File: config.mk
export PLATFORM = sky130hd
export DESIGN_NAME = trap_controller
export DESIGN_NICKNAME = d
export VERILOG_FILES = /design/src/rtl/trap_pkg.sv /design/src/rtl/irq_pending_arbiter.sv /design/src/rtl/trap_controller.sv
export SDC_FILE = /design/constraint.sdc
export NUM_CORES = 1
export LEC_CHECK = 0
export ABC_CLOCK_PERIOD_IN_PS = 2490
export BUFFER_PORTS_ARGS = -buffer_cell sky130_fd_sc_hd__buf_2
export CELL_PAD_IN_SITES_DETAIL_PLACEMENT = 1
export CELL_PAD_IN_SITES_GLOBAL_PLACEMENT = 2
export CORE_MARGIN = 5
export CORE_UTILIZATION = 30
export CTS_CLUSTER_SIZE = 28
export DETAILED_ROUTE_END_ITERATION = 10
export PLACE_DENSITY_LB_ADDON = 0.1
export SKIP_LAST_GASP = 1
export SLEW_MARGIN = 20
export SYNTH_ARGS = -nofsm -noshare
export SYNTH_HDL_FRONTEND = slang
export SYNTH_HIERARCHICAL = 1
export SYNTH_SLANG_ARGS = --single-unit
File: constraint.sdc
create_clock -name clk -period 2.49 [get_ports clk]
set_input_delay 0.498 -clock clk [delete_from_list [all_inputs] [get_ports clk]]
set_output_delay 0.498 -clock clk [all_outputs]
set_load 0.1 [all_outputs]
File: src/rtl/trap_pkg.sv
// ============================================================================
// Module   : trap_pkg
// Purpose  : Cause codes, opcode/SYSTEM encodings and FSM state type for the
//            trap controller.
// Revision : 1.0
// ============================================================================
`default_nettype none

package trap_pkg;

    localparam logic [7:0] CAUSE_MISALIGNED = 8'h00;
    localparam logic [7:0] CAUSE_ILLEGAL    = 8'h02;
    localparam logic [7:0] CAUSE_ECALL      = 8'h0B;
    localparam logic [7:0] CAUSE_IRQ_BASE   = 8'h80;

    localparam logic [6:0] OPC_OP      = 7'b0110011;
    localparam logic [6:0] OPC_OP_IMM  = 7'b0010011;
    localparam logic [6:0] OPC_LOAD    = 7'b0000011;
    localparam logic [6:0] OPC_STORE   = 7'b0100011;
    localparam logic [6:0] OPC_BRANCH  = 7'b1100011;
    localparam logic [6:0] OPC_JAL     = 7'b1101111;
    localparam logic [6:0] OPC_JALR    = 7'b1100111;
    localparam logic [6:0] OPC_LUI     = 7'b0110111;
    localparam logic [6:0] OPC_AUIPC   = 7'b0010111;

    localparam logic [31:0] INST_ECALL = 32'h0000_0073;
    localparam logic [31:0] INST_MRET  = 32'h3020_0073;

    typedef enum logic [1:0] {
        ST_IDLE     = 2'd0,
        ST_FLUSH    = 2'd1,
        ST_REDIRECT = 2'd2
    } trap_state_e;

    // SYSTEM opcode is only accepted as the exact ECALL or MRET word.
    function automatic logic inst_is_legal(input logic [31:0] inst);
        logic [6:0] opc;
        opc = inst[6:0];
        return (opc == OPC_OP)     || (opc == OPC_OP_IMM) || (opc == OPC_LOAD)  ||
               (opc == OPC_STORE)  || (opc == OPC_BRANCH) || (opc == OPC_JAL)   ||
               (opc == OPC_JALR)   || (opc == OPC_LUI)    || (opc == OPC_AUIPC) ||
               (inst == INST_ECALL) || (inst == INST_MRET);
    endfunction

endpackage

`default_nettype wire

File: src/rtl/irq_pending_arbiter.sv
// ============================================================================
// Module   : irq_pending_arbiter
// Purpose  : Rising-edge interrupt latch with per-bit clear and lowest-index
//            priority encoder.
// Revision : 1.0
// ============================================================================
`default_nettype none

module irq_pending_arbiter #(
    parameter int NUM_IRQ = 4
) (
    input  logic               clk,
    input  logic               rst_n,
    input  logic [NUM_IRQ-1:0] irq_i,
    input  logic [NUM_IRQ-1:0] clr_i,
    output logic               valid_o,
    output logic [3:0]         index_o
);

    logic [NUM_IRQ-1:0] irq_q;
    logic [NUM_IRQ-1:0] pending_q;
    logic [NUM_IRQ-1:0] pending_d;
    logic [NUM_IRQ-1:0] edge_w;

    assign edge_w = irq_i & ~irq_q;

    // A fresh edge wins over a clear landing on the same bit.
    assign pending_d = (pending_q & ~clr_i) | edge_w;

    always_ff @(posedge clk or negedge rst_n) begin
        if (!rst_n) begin
            irq_q     <= '0;
            pending_q <= '0;
        end else begin
            irq_q     <= irq_i;
            pending_q <= pending_d;
        end
    end

    always_comb begin
        valid_o = 1'b0;
        index_o = 4'd0;
        for (int i = NUM_IRQ - 1; i >= 0; i--) begin
            if (pending_q[i]) begin
                valid_o = 1'b1;
                index_o = 4'(i);
            end
        end
    end

endmodule

`default_nettype wire

File: src/rtl/trap_controller.sv
// ============================================================================
// Module   : trap_controller
// Purpose  : Sequential exception/interrupt/MRET controller with a
//            flush/redirect handshake. TRAP_VECTORED_EN selects vectored IRQs.
// Revision : 1.0
// ============================================================================
`default_nettype none

module trap_controller
    import trap_pkg::*;
#(
    parameter int              XLEN      = 32,
    parameter int              NUM_IRQ   = 4,
    parameter logic [XLEN-1:0] TRAP_BASE = 32'h0000_0100
) (
    input  logic               clk,
    input  logic               rst_n,
    input  logic               id_valid,
    input  logic [XLEN-1:0]    id_pc,
    input  logic [31:0]        id_inst,
    input  logic [NUM_IRQ-1:0] irq_i,
    input  logic               pipe_ack,
    output logic               trap_flush,
    output logic               trap_redirect,
    output logic [XLEN-1:0]    trap_target,
    output logic [XLEN-1:0]    mepc_o,
    output logic [7:0]         mcause_o,
    output logic               mie_o,
    output logic               in_trap
);

    trap_state_e        state_q, state_d;
    logic [XLEN-1:0]    mepc_q, mepc_d;
    logic [XLEN-1:0]    target_q, target_d;
    logic [7:0]         mcause_q, mcause_d;
    logic               mie_q, mie_d;
    logic               in_trap_q, in_trap_d;
    logic [NUM_IRQ-1:0] irq_clr_w;
    logic               irq_valid_w;
    logic [3:0]         irq_index_w;
    logic [XLEN-1:0]    irq_target_w;
    logic               is_mret_w;
    logic               is_ecall_w;

    irq_pending_arbiter #(
        .NUM_IRQ (NUM_IRQ)
    ) u_irq_arb (
        .clk     (clk),
        .rst_n   (rst_n),
        .irq_i   (irq_i),
        .clr_i   (irq_clr_w),
        .valid_o (irq_valid_w),
        .index_o (irq_index_w)
    );

`ifdef TRAP_VECTORED_EN
    assign irq_target_w = TRAP_BASE + (XLEN'(irq_index_w) << 2);
`else
    assign irq_target_w = TRAP_BASE;
`endif

    assign is_mret_w  = (id_inst == INST_MRET);
    assign is_ecall_w = (id_inst == INST_ECALL);

    always_ff @(posedge clk or negedge rst_n) begin
        if (!rst_n) begin
            state_q   <= ST_IDLE;
            mepc_q    <= '0;
            target_q  <= '0;
            mcause_q  <= '0;
            mie_q     <= 1'b1;
            in_trap_q <= 1'b0;
        end else begin
            state_q   <= state_d;
            mepc_q    <= mepc_d;
            target_q  <= target_d;
            mcause_q  <= mcause_d;
            mie_q     <= mie_d;
            in_trap_q <= in_trap_d;
        end
    end

    always_comb begin
        state_d   = state_q;
        mepc_d    = mepc_q;
        target_d  = target_q;
        mcause_d  = mcause_q;
        mie_d     = mie_q;
        in_trap_d = in_trap_q;
        irq_clr_w = '0;

        case (state_q)
            ST_IDLE: begin
                if (id_valid) begin
                    // Any trap shares the same save/mask sequence; only cause and target differ.
                    if (irq_valid_w && mie_q) begin
                        mcause_d  = CAUSE_IRQ_BASE | {4'd0, irq_index_w};
                        target_d  = irq_target_w;
                        irq_clr_w = NUM_IRQ'(1) << irq_index_w;
                        state_d   = ST_FLUSH;
                    end else if (id_pc[1:0] != 2'b00) begin
                        mcause_d = CAUSE_MISALIGNED;
                        target_d = TRAP_BASE;
                        state_d  = ST_FLUSH;
                    end else if (!inst_is_legal(id_inst) || (is_mret_w && !in_trap_q)) begin
                        mcause_d = CAUSE_ILLEGAL;
                        target_d = TRAP_BASE;
                        state_d  = ST_FLUSH;
                    end else if (is_ecall_w) begin
                        mcause_d = CAUSE_ECALL;
                        target_d = TRAP_BASE;
                        state_d  = ST_FLUSH;
                    end else if (is_mret_w) begin
                        mie_d     = 1'b1;
                        in_trap_d = 1'b0;
                        target_d  = mepc_q;
                        state_d   = ST_FLUSH;
                    end

                    if (state_d == ST_FLUSH && !(is_mret_w && in_trap_q && mcause_d == mcause_q
                                                 && target_d == mepc_q && !mie_q && mie_d)) begin
                        mepc_d    = id_pc;
                        mie_d     = 1'b0;
                        in_trap_d = 1'b1;
                    end
                end
            end
            ST_FLUSH: begin
                if (pipe_ack) begin
                    state_d = ST_REDIRECT;
                end
            end
            ST_REDIRECT: begin
                state_d = ST_IDLE;
            end
            default: begin
                state_d = ST_IDLE;
            end
        endcase
    end

    assign trap_flush    = (state_q == ST_FLUSH);
    assign trap_redirect = (state_q == ST_REDIRECT);
    assign trap_target   = trap_redirect ? target_q : '0;
    assign mepc_o        = mepc_q;
    assign mcause_o      = mcause_q;
    assign mie_o         = mie_q;
    assign in_trap       = in_trap_q;

endmodule

`default_nettype wire
==> flow_metrics.py, run 1 <==
metrics = {
    "global_routing": {
        "grt_pass1_vias": 3269,
        "track_usage_pct": 14.8,
        "use_met1_pct": 18.8,
        "grt_antenna_before_repair": 0,
        "met3_usage_pct": 3.46,
        "grt_max_degree": 35,
        "grt-ovfl-total": 0,
        "grt.busiest_layer": "met2",
        "grt_pass1_wl_um": 17300,
        "groute.layer.met2.usage_pct": 25.0,
    },
    "logic_synthesis": {
        "yosys_warnings": 6,
        "yosysTopAreaCell": "dfrtp_1",
        "synth.distinct_cells": 49,
        "ys_async_sr_fraction_pct": 100,
        "synth_cells": 304,
        "syn_area_sq_um": 3820,
        "avgSynthCellArea_sq_um": 12.6,
        "ys_dominant_reg_cell": "dfrtp_1",
        "synth-edff-count": 0,
        "ys_seq_elements": 84,
        "synth_top_area_share_pct": 54.3,
        "synth_area_leaders": "dfrtp_1, mux2_4, a22o_1, and2_1, buf_4",
        "ys_seq_area_share_pct": 55.0,
    },
    "timing": {
        "whs_ns": 0.0355,
        "fmax_mhz": 428,
        "worst_slew_pin_slew_ns": 0.492,
        "tns_ns": 0,
        "clock_skew_ns": 0.00503,
        "final-max-slew-violation-count": 0,
        "rsz0062_at_grt": "no",
        "setup_viol": 0,
        "relSlewSlack_pct": 67.0,
        "period_needed_ns": 2.33,
        "timing.final.ws_setup_ns": 0.156,
        "fin_crit_sh_pct": 93.7,
        "hold_violations": 0,
    },
    "clock_network": {
        "cts_setup_buffers": 0,
        "postCtsHoldBufs": 0,
        "cts_root_buf": "clkbuf_16",
        "htreeDepth": 3,
        "clock_sinks": 84,
        "clock_latency_ns": 0.33,
        "path_clk_slew_ns": 0.06,
        "cts-resized-gates": 0,
        "cts_tree": "done",
        "clock_path_buffers": 2,
        "cts_buffers": 9,
    },
    "route": {
        "vias": 2998,
        "ant_nets": 0,
        "drc_errors": 0,
        "drt_wl_total_um": 11000,
        "vias_per_cell": 4.73,
        "drtIter0Drc": 121,
        "first_pass_iters": 4,
        "post_drt_wl_per_cell_um": 17.4,
    },
    "floorplanning": {
        "num_rows": 41,
        "num_io_pins": 148,
        "die_w_um": 123,
        "dieArea_sq_um": 15100,
        "die_height_um": 123,
        "coreArea_sq_um": 12600,
        "start_util_pct": 30.4,
    },
    "place": {
        "portBuffers": 147,
        "gp_congestion": 0.750,
        "dpl_worst_slack_ns": 0.0900,
        "dp.final_hpwl_um": 8200,
        "dpl-instance-area_sq_um": 5090,
    },
    "finish": {
        "nets": 530,
        "syn_to_final_growth_pct": 41.9,
        "antennaDiodeCount": 0,
        "final_area_sq_um": 5420,
        "drive_gt1_share_pct": 46.8,
    },
    "hold_path": {
        "hold_class": "input pin to asynchronous set/reset pin",
    },
    "power": {
        "p_leak_nw": 2.63,
        "p_seq_share_pct": 29.5,
        "switching_share_pct": 48.8,
        "switchingPower_mw": 3.03,
        "p_comb_share_pct": 46.3,
        "p_int_mw": 3.18,
        "power_density_nw_per_um2": 1150,
        "max-vdd-ir-drop_v": 0.000592,
        "pwr-share-clk_pct": 24.2,
    },
    "worst_setup_path": {
        "crit_type": "register to register",
        "crit_required_ns": 2.71,
        "cp-end-kind": "register",
        "worst_setup_path_start_kind": "register",
        "crit_fanout": 17,
        "arrival_ns": 2.55,
    },
    "job": {
        "max_cap_viol_count": 0,
    },
    "status": {
        "run_status": "completed",
    },
}
[cells in the final DEF (no fill, tap or decap), types with 2 or more instances in the layout]
cell	instances
a21o_1	2
a21oi_1	4
a22o_1	31
and2_1	35
and3_1	2
buf_12	23
buf_2	128
buf_4	6
bufinv_16	2
clkbuf_16	9
clkbuf_8	3
conb_1	2
dfrtp_1	82
inv_1	13
mux2_2	3
mux2_4	29
nand2_1	9
nand2b_1	4
nand3_1	5
nand4_1	4
nor2_1	9
nor3_1	6
nor3b_1	3
nor4_1	9
nor4b_1	2
nor4bb_1	2
o21ai_0	2
o22ai_1	3
o31ai_1	4
o32ai_1	2
[final cells by class]
cell class | count | area (sq um)
clock buffers | 12 | 267
clock inverters | 3 | 68.8
fillers | 1392 | 7150
inverters | 14 | 52.6
multi-input cells | 192 | 1570
flip-flops and latches | 84 | 2100
well taps | 172 | 215
repair buffers | 157 | 1150
[layer usage]
| metal | wire length [um] | vias to the layer above |
|---|---|---|
| met4 | 113 | 0 |
| met1 | 4790 | 1513 |
| met3 | 560 | 6 |
| li1 | - | 1408 |
| met5 | 0 | - |
| met2 | 5570 | 71 |
[power by group through the flow]
| stage | clock [mW] | sequential [mW] | combinational [mW] |
|---|---|---|---|
| floorplan | 0 | 3.55 | 0.633 |
| finish | 1.50 | 1.83 | 2.88 |
| detailed placement | 0 | 1.86 | 2.90 |
| global placement | 0 | 1.85 | 2.88 |
| CTS | 1.55 | 1.84 | 2.90 |
| global route | 1.60 | 1.87 | 2.96 |
[registers in the layout, indices dropped and copies added (netlist names)]
signal	flops
in_trap	1
target_q	32
mcause_o	8
u_irq_arb/irq_q	4
mepc_o	32
u_irq_arb/pending_q	4
state_q	2
mie_o	1
[worst max-delay path: stages, from the launching register on]
cell	delay, ns
dfrtp_1	0.39
nor2_1	0.16
nand3_1	0.10
and2_4	0.18
or3_1	0.40
a211oi_4	0.38
nor3_4	0.11
buf_12	0.19
mux2_4	0.30
[metrics by stage]
step | power [mW] | std cells | util, %
5_1_grt | 6.44 | 634 | 43.1
4_1_cts | 6.30 | 634 | 43.1
3_5_place_dp | 4.76 | 619 | 40.5
3_3_place_gp | 4.73 | 619 | 40.5
2_1_floorplan | 4.19 | 305 | -
6_report | 6.21 | 634 | 43.1
[worst paths after layout]
path                                   startpoint                     end  slack [ns]  cells after the start
max                        u_irq_arb/pending_q[2]              mepc_o[27]        0.16                      8
min                                         rst_n               mepc_o[3]        0.04                      1
max reg2reg                u_irq_arb/pending_q[2]              mepc_o[27]        0.16                      8
min reg2reg                    u_irq_arb/irq_q[3]  u_irq_arb/pending_q[3]        0.42                      1
max in group asynchronous                   rst_n            target_q[13]        1.75                      2
min in group clk                         irq_i[1]      u_irq_arb/irq_q[1]        0.28                      1
[synthesized netlist by cell type, types with 4 or more instances]
cell / count
a21oi_1: 4
a22o_1: 31
and2_1: 35
buf_4: 8
dfrtp_1: 83
inv_1: 13
mux2_4: 29
nand2_1: 9
nand2b_1: 4
nand3_1: 5
nand4_1: 4
nor2_1: 9
nor3_1: 6
nor4_1: 9
o31ai_1: 4
[cell families (layout without fill, tap and decap cells)]
| family | after synthesis | after routing | share of synthesized area (%) |
|---|---|---|---|
| AO/OA/AOI/OAI | 58 | 58 | 12.6 |
| buffers and inverters | 29 | 186 | 4.26 |
| flip-flops | 84 | 84 | 55.0 |
| multiplexers | 32 | 32 | 12.3 |
| other | 1 | 2 | 0.0981 |
| AND/OR/NAND/NOR | 100 | 100 | 15.7 |
Note: power is estimated with default switching activity, not from simulation.
==> run 2, diff against run 1 <==
--- a/config.mk
+++ b/config.mk
@@ -5,12 +5,13 @@
 export SDC_FILE = /design/constraint.sdc
 export NUM_CORES = 1
 export LEC_CHECK = 0
+export ABC_AREA = 1
 export ABC_CLOCK_PERIOD_IN_PS = 2490
 export BUFFER_PORTS_ARGS = -buffer_cell sky130_fd_sc_hd__buf_2
-export CELL_PAD_IN_SITES_DETAIL_PLACEMENT = 1
-export CELL_PAD_IN_SITES_GLOBAL_PLACEMENT = 2
+export CELL_PAD_IN_SITES_DETAIL_PLACEMENT = 0
+export CELL_PAD_IN_SITES_GLOBAL_PLACEMENT = 1
 export CORE_MARGIN = 5
-export CORE_UTILIZATION = 30
+export CORE_UTILIZATION = 36
 export CTS_CLUSTER_SIZE = 28
 export DETAILED_ROUTE_END_ITERATION = 10
 export PLACE_DENSITY_LB_ADDON = 0.1
==> run 2 against run 1 <==
- clock skew hardly changed
- hold slack better by 0.11 ns
- register-to-register slack better by 0.34 ns
- critical path depth is 2 lower
- wire length is 22% higher
- global-route usage is 4.0 points higher
- critical path type is now register to output port
- critical endpoint is now trap_target[0]
- largest power group unchanged
==> flow_metrics.py, run 2 <==
metrics = {
    "logic_synthesis": {
        "avgSynthCellArea_sq_um": 7.27,
        "synth_common_cells": "nand2_1, dfrtp_1, nor2_1",
        "synth_simple_gate_area_share_pct": 36.9,
        "yosysTopAreaCell": "dfrtp_1",
        "synth.most_common_cell": "nand2_1",
        "synth-edff-count": 0,
        "synth_top_area_share_pct": 46.3,
        "synth_top_family_by_area": "simple AND/OR/NAND/NOR gates",
        "ys_async_sr_fraction_pct": 100,
        "synth.distinct_cells": 29,
        "synth_xor_area_share_pct": 0,
        "ys_dominant_reg_cell": "dfrtp_1",
        "synth-compound-area-share_pct": 5.22,
        "ys_seq_elements": 84,
        "synth_cells": 617,
        "synth_area_leaders": "dfrtp_1, nand2_1, nand3_1, nor2_1, inv_1",
        "syn_area_sq_um": 4480,
        "synth_adder_area_share_pct": 0,
        "synth.area.mux_share_pct": 0,
        "yosys_warnings": 6,
        "ys_seq_area_share_pct": 46.9,
    },
    "finish": {
        "regArea_sq_um": 2100,
        "multiInputGateArea_sq_um": 2140,
        "n_fill_cell": 1203,
        "nets": 824,
        "syn_to_final_growth_pct": 42.9,
        "final_cell_mix": "nand2_1, buf_2, dfrtp_1",
        "fin_cells": 926,
        "drive_gt1_share_pct": 30.5,
        "layout_commonest_cell": "nand2_1",
        "final_area_sq_um": 6410,
    },
    "global_routing": {
        "groute.layer.met2.usage_pct": 31.5,
        "grt_pass1_vias": 4382,
        "met3_usage_pct": 3.57,
        "grt_antenna_before_repair": 1,
        "grt_max_degree": 52,
        "grt.busiest_layer": "met2",
        "grt-ovfl-total": 0,
        "grt_pass1_wl_um": 22000,
        "track_usage_pct": 18.8,
        "use_met1_pct": 23.9,
    },
    "clock_network": {
        "cts_buffers": 9,
        "path_clk_slew_ns": 0.06,
        "cts_root_buf": "clkbuf_16",
        "clock_sinks": 84,
        "clock_path_buffers": 2,
        "postCtsHoldBufs": 0,
        "htreeDepth": 3,
        "cts_tree": "done",
        "cts-resized-gates": 0,
        "cts_setup_buffers": 0,
        "clock_latency_ns": 0.34,
    },
    "route": {
        "vias_per_cell": 4.80,
        "drt_wl_total_um": 13500,
        "drtIter0Drc": 224,
        "first_pass_iters": 5,
        "drc_errors": 0,
        "post_drt_wl_per_cell_um": 14.6,
        "vias": 4446,
        "ant_nets": 0,
    },
    "power": {
        "power_density_nw_per_um2": 981,
        "finalPower_mw": 6.28,
        "p_leak_nw": 3.18,
        "max-vdd-ir-drop_v": 0.000513,
    },
    "floorplanning": {
        "num_rows": 40,
        "die_w_um": 122,
        "coreArea_sq_um": 12100,
        "die_height_um": 122,
        "start_util_pct": 37.0,
        "num_io_pins": 148,
        "dieArea_sq_um": 14800,
    },
    "timing": {
        "whs_ns": 0.144,
        "final-max-slew-violation-count": 0,
        "worst_slew_pin_slew_ns": 0.612,
        "fmax_mhz": 443,
        "period_needed_ns": 2.26,
        "tns_ns": 0,
        "clock_skew_ns": 0.00519,
        "hold_violations": 0,
        "fin_crit_sh_pct": 90.7,
        "rsz0062_at_grt": "no",
        "relSlewSlack_pct": 59.2,
        "setup_viol": 0,
    },
    "hold_path": {
        "hold_class": "input pin to asynchronous set/reset pin",
    },
    "worst_setup_path": {
        "crit_required_ns": 1.99,
        "crit_type": "register to output port",
        "crit_fanout": 21,
        "cp-end-kind": "output port",
        "worst_setup_path_start_kind": "register",
        "arrival_ns": 1.76,
    },
    "place": {
        "dpl-instance-area_sq_um": 6070,
        "portBuffers": 147,
        "placed_cells": 909,
        "dp.final_hpwl_um": 9480,
        "gp_congestion": 0.848,
    },
    "status": {
        "run_status": "completed",
    },
    "job": {
        "max_cap_viol_count": 0,
    },
}
[run 2: cell families after synthesis]
logic type,Yosys count
and+or+nand+nor,380
AOI/OAI and AO/OA,44
DFF,84
buffers and inverters,108
other,1
[run 2: where the power goes]
group          leakage, nW  switching [mW]  internal [mW]
Combinational         1.93            2.53          0.395
Clock                0.169           0.549          0.958
Sequential            1.08           0.220           1.63
[run 2: metrics by stage]
step                      utilization [%]  worst slack, ns
after global routing                 52.9            0.121
after CTS                            52.9            0.187
after floorplan                         -           0.0343
after global placement               50.1            0.325
after detailed placement             50.1            0.269
final                                52.9            0.232
[run 2: path summary, 6_finish.rpt]
path,start,endpoint,slack (ns),cells after the start
setup / recovery,state_q[1],trap_target[0],0.23,6
hold / removal,rst_n,mepc_o[6],0.14,1
setup reg to reg,state_q[0],mepc_o[10],0.50,8
hold reg to reg,mepc_o[1],mepc_o[1],0.49,2
max in group asynchronous,rst_n,target_q[10],1.71,2
min in group clk,irq_i[3],u_irq_arb/irq_q[3],0.28,1
[run 2: final cells by class]
type                       count  area share [%]
multi-input combinational    426            33.5
sequential                    84            32.8
timing repair buffer         160            20.9
inverter                      71            4.20
clock buffer                  12            4.16
tap                          168            3.28
clock inverter                 4            1.09
antenna                        1          0.0391
[run 2: per-layer routing]
metal	up-vias	share of wire, %
li1	2224	-
met1	2107	44
met2	99	50
met3	16	4.5
met4	0	2.2
met5	-	0
[run 2: worst max-delay path, cell delays in order, from the launching register on]
cell      delay [ns]
dfrtp_1         0.39
inv_1           0.10
nor2_4          0.05
clkinv_2        0.04
buf_4           0.50
nor2_2          0.13
buf_12          0.20
==> run 3, diff against run 2 <==
--- a/config.mk
+++ b/config.mk
@@ -10,7 +10,7 @@
 export BUFFER_PORTS_ARGS = -buffer_cell sky130_fd_sc_hd__buf_2
 export CELL_PAD_IN_SITES_DETAIL_PLACEMENT = 0
 export CELL_PAD_IN_SITES_GLOBAL_PLACEMENT = 1
-export CORE_MARGIN = 5
+export CORE_MARGIN = 2
 export CORE_UTILIZATION = 36
 export CTS_CLUSTER_SIZE = 28
 export DETAILED_ROUTE_END_ITERATION = 10
==> run 3 against run 2 <==
- worst setup slack got worse by 0.026 ns
- sequential power about the same
- first-iteration DRC count decreased by 14%
- highest routed layer unchanged
- clock-buffer cell count unchanged
- via count decreased by 0.65%
- sequential share of layout area increased by 1.0 points
- critical path type unchanged
==> flow_metrics.py, run 3 (synthesis gave the netlist of run 2 again) <==
metrics = {
    "status": {
        "run_status": "completed",
    },
    "power": {
        "finalPower_mw": 6.07,
        "p_leak_nw": 3.14,
        "power_density_nw_per_um2": 977,
        "pwr-share-clk_pct": 21.0,
        "switching_share_pct": 54.2,
        "p_int_mw": 2.78,
        "p_comb_share_pct": 48.5,
        "p_seq_share_pct": 30.5,
        "max-vdd-ir-drop_v": 0.000439,
        "switchingPower_mw": 3.29,
    },
    "global_routing": {
        "grt-ovfl-total": 0,
        "track_usage_pct": 20.4,
        "grt_antenna_before_repair": 0,
        "grt_pass1_vias": 4297,
        "grt_max_degree": 44,
        "grt_pass1_wl_um": 21500,
    },
    "worst_setup_path": {
        "cp.depth": 7,
        "slowest_delay_ns": 0.39,
        "crit_chain": "inv_1, nor2_4, inv_4, buf_12, buf_4, nor2_4, buf_12",
        "ff2ff_path_depth": 7,
        "crit_required_ns": 1.99,
        "cp-end-kind": "output port",
        "worst_setup_path_start_kind": "register",
        "cp_slowest_cell": "dfrtp_1",
        "crit_family": "buffers and inverters",
        "crit_fanout": 17,
        "path_buf_inv": 5,
        "crit_type": "register to output port",
        "arrival_ns": 1.79,
    },
    "job": {
        "max_cap_viol_count": 0,
    },
    "timing": {
        "worst_slew_pin_slew_ns": 0.860,
        "relSlewSlack_pct": 42.6,
        "period_needed_ns": 2.28,
        "final-max-slew-violation-count": 0,
        "rsz0062_at_grt": "no",
        "tns_ns": 0,
        "whs_ns": 0.138,
        "fin_crit_sh_pct": 91.8,
        "hold_violations": 0,
        "clock_skew_ns": 0.00957,
        "setup_viol": 0,
        "fmax_mhz": 438,
    },
    "floorplanning": {
        "coreArea_sq_um": 12100,
        "start_util_pct": 37.2,
        "num_rows": 40,
        "num_io_pins": 148,
        "dieArea_sq_um": 13400,
        "die_height_um": 116,
        "die_w_um": 116,
    },
    "place": {
        "dp.final_hpwl_um": 8980,
        "gp_congestion": 0.760,
        "portBuffers": 147,
    },
    "clock_network": {
        "cts_tree": "done",
        "htreeDepth": 3,
        "clock_sinks": 84,
        "postCtsHoldBufs": 0,
        "path_clk_slew_ns": 0.07,
        "cts_root_buf": "clkbuf_16",
        "clock_path_buffers": 2,
        "clock_latency_ns": 0.34,
        "cts_buffers": 9,
    },
    "finish": {
        "final_util_pct": 51.5,
        "final_cell_mix": "nand2_1, buf_2, dfrtp_1",
        "nets": 825,
        "drive_gt1_share_pct": 30.5,
        "antennaDiodeCount": 0,
        "layout_commonest_cell": "nand2_1",
        "syn_to_final_growth_pct": 38.6,
    },
    "route": {
        "first_pass_iters": 4,
        "drc_errors": 0,
        "drt_wl_total_um": 13000,
        "ant_nets": 0,
        "post_drt_wl_per_cell_um": 14.0,
        "drtIter0Drc": 192,
        "vias": 4417,
        "vias_per_cell": 4.77,
    },
    "hold_path": {
        "hold_class": "input pin to asynchronous set/reset pin",
    },
}
## run 3: cell count changes in the layout (fill, tap and decap cells not counted), sizes merged
cell    change
buf         +1
clkinv      +1
inv         +1
diode       -1
bufinv      -2
## run 3: worst reg2reg max path, cell delays in order, from the launching register on
cell and delay [ns]:
dfrtp_1 0.39, nor2_1 0.18, nand3_1 0.11, nand2_1 0.17
nand2_1 0.16, nor2_4 0.71, a21oi_1 0.26, nor2_1 0.15
## run 3: path summary, 6_finish.rpt
| kind | startpoint | endpoint | slack [ns] |
|---|---|---|---|
| setup / recovery | state_q[1] | trap_target[28] | 0.21 |
| hold / removal | rst_n | target_q[5] | 0.14 |
| setup reg to reg | u_irq_arb/pending_q[3] | mcause_o[5] | 0.31 |
| hold reg to reg | u_irq_arb/irq_q[3] | u_irq_arb/pending_q[3] | 0.49 |
| max in group asynchronous | rst_n | mepc_o[26] | 1.71 |
| min in group clk | irq_i[2] | u_irq_arb/irq_q[2] | 0.27 |
## run 3: timing repair
item | CTS | global route
hold endpoints to repair | 0 | 0
buffers inserted | 0 | 0
resized for setup | 0 | 1
endpoints found under the setup margin | 0 | 10
## run 3: power by group through the flow
stage	logic (mW)	registers [mW]	clock network (mW)
floorplan	0.608	3.65	0
global placement	2.95	1.87	0
detailed placement	2.96	1.88	0
CTS	2.96	1.85	1.30
global route	3.09	1.89	1.37
finish	2.94	1.85	1.27
## run 3: routing by layer
metal  vias up  global-route usage (%)  wire, um  share of wire (%)
li1       2219                       -         -                  -
met3        17                    3.66       510                3.9
met5         -                       0         0                  0
met4         0                    7.38       246                1.9
met2        89                    33.2      6230                 48
met1      2092                    27.4      5980                 46
## run 3: layout make-up
type                            count  area, sq um
Sequential cell                    84         2100
Multi-Input combinational cell    426         2140
Inverter                           71          270
Tap cell                          168          210
Timing Repair Buffer              161         1210
Clock buffer                       12          256
Fill cell                        1231         5850
Clock inverter                      4         23.8
## run 3: per-stage QoR
step	instances	worst slack [ns]	instance area, sq um
2_1_floorplan	618	0.0343	4740
4_1_cts	926	0.0730	6210
6_report	926	0.205	6210
3_3_place_gp	910	0.374	5930
5_1_grt	926	0.0827	6210
3_5_place_dp	910	0.281	5930
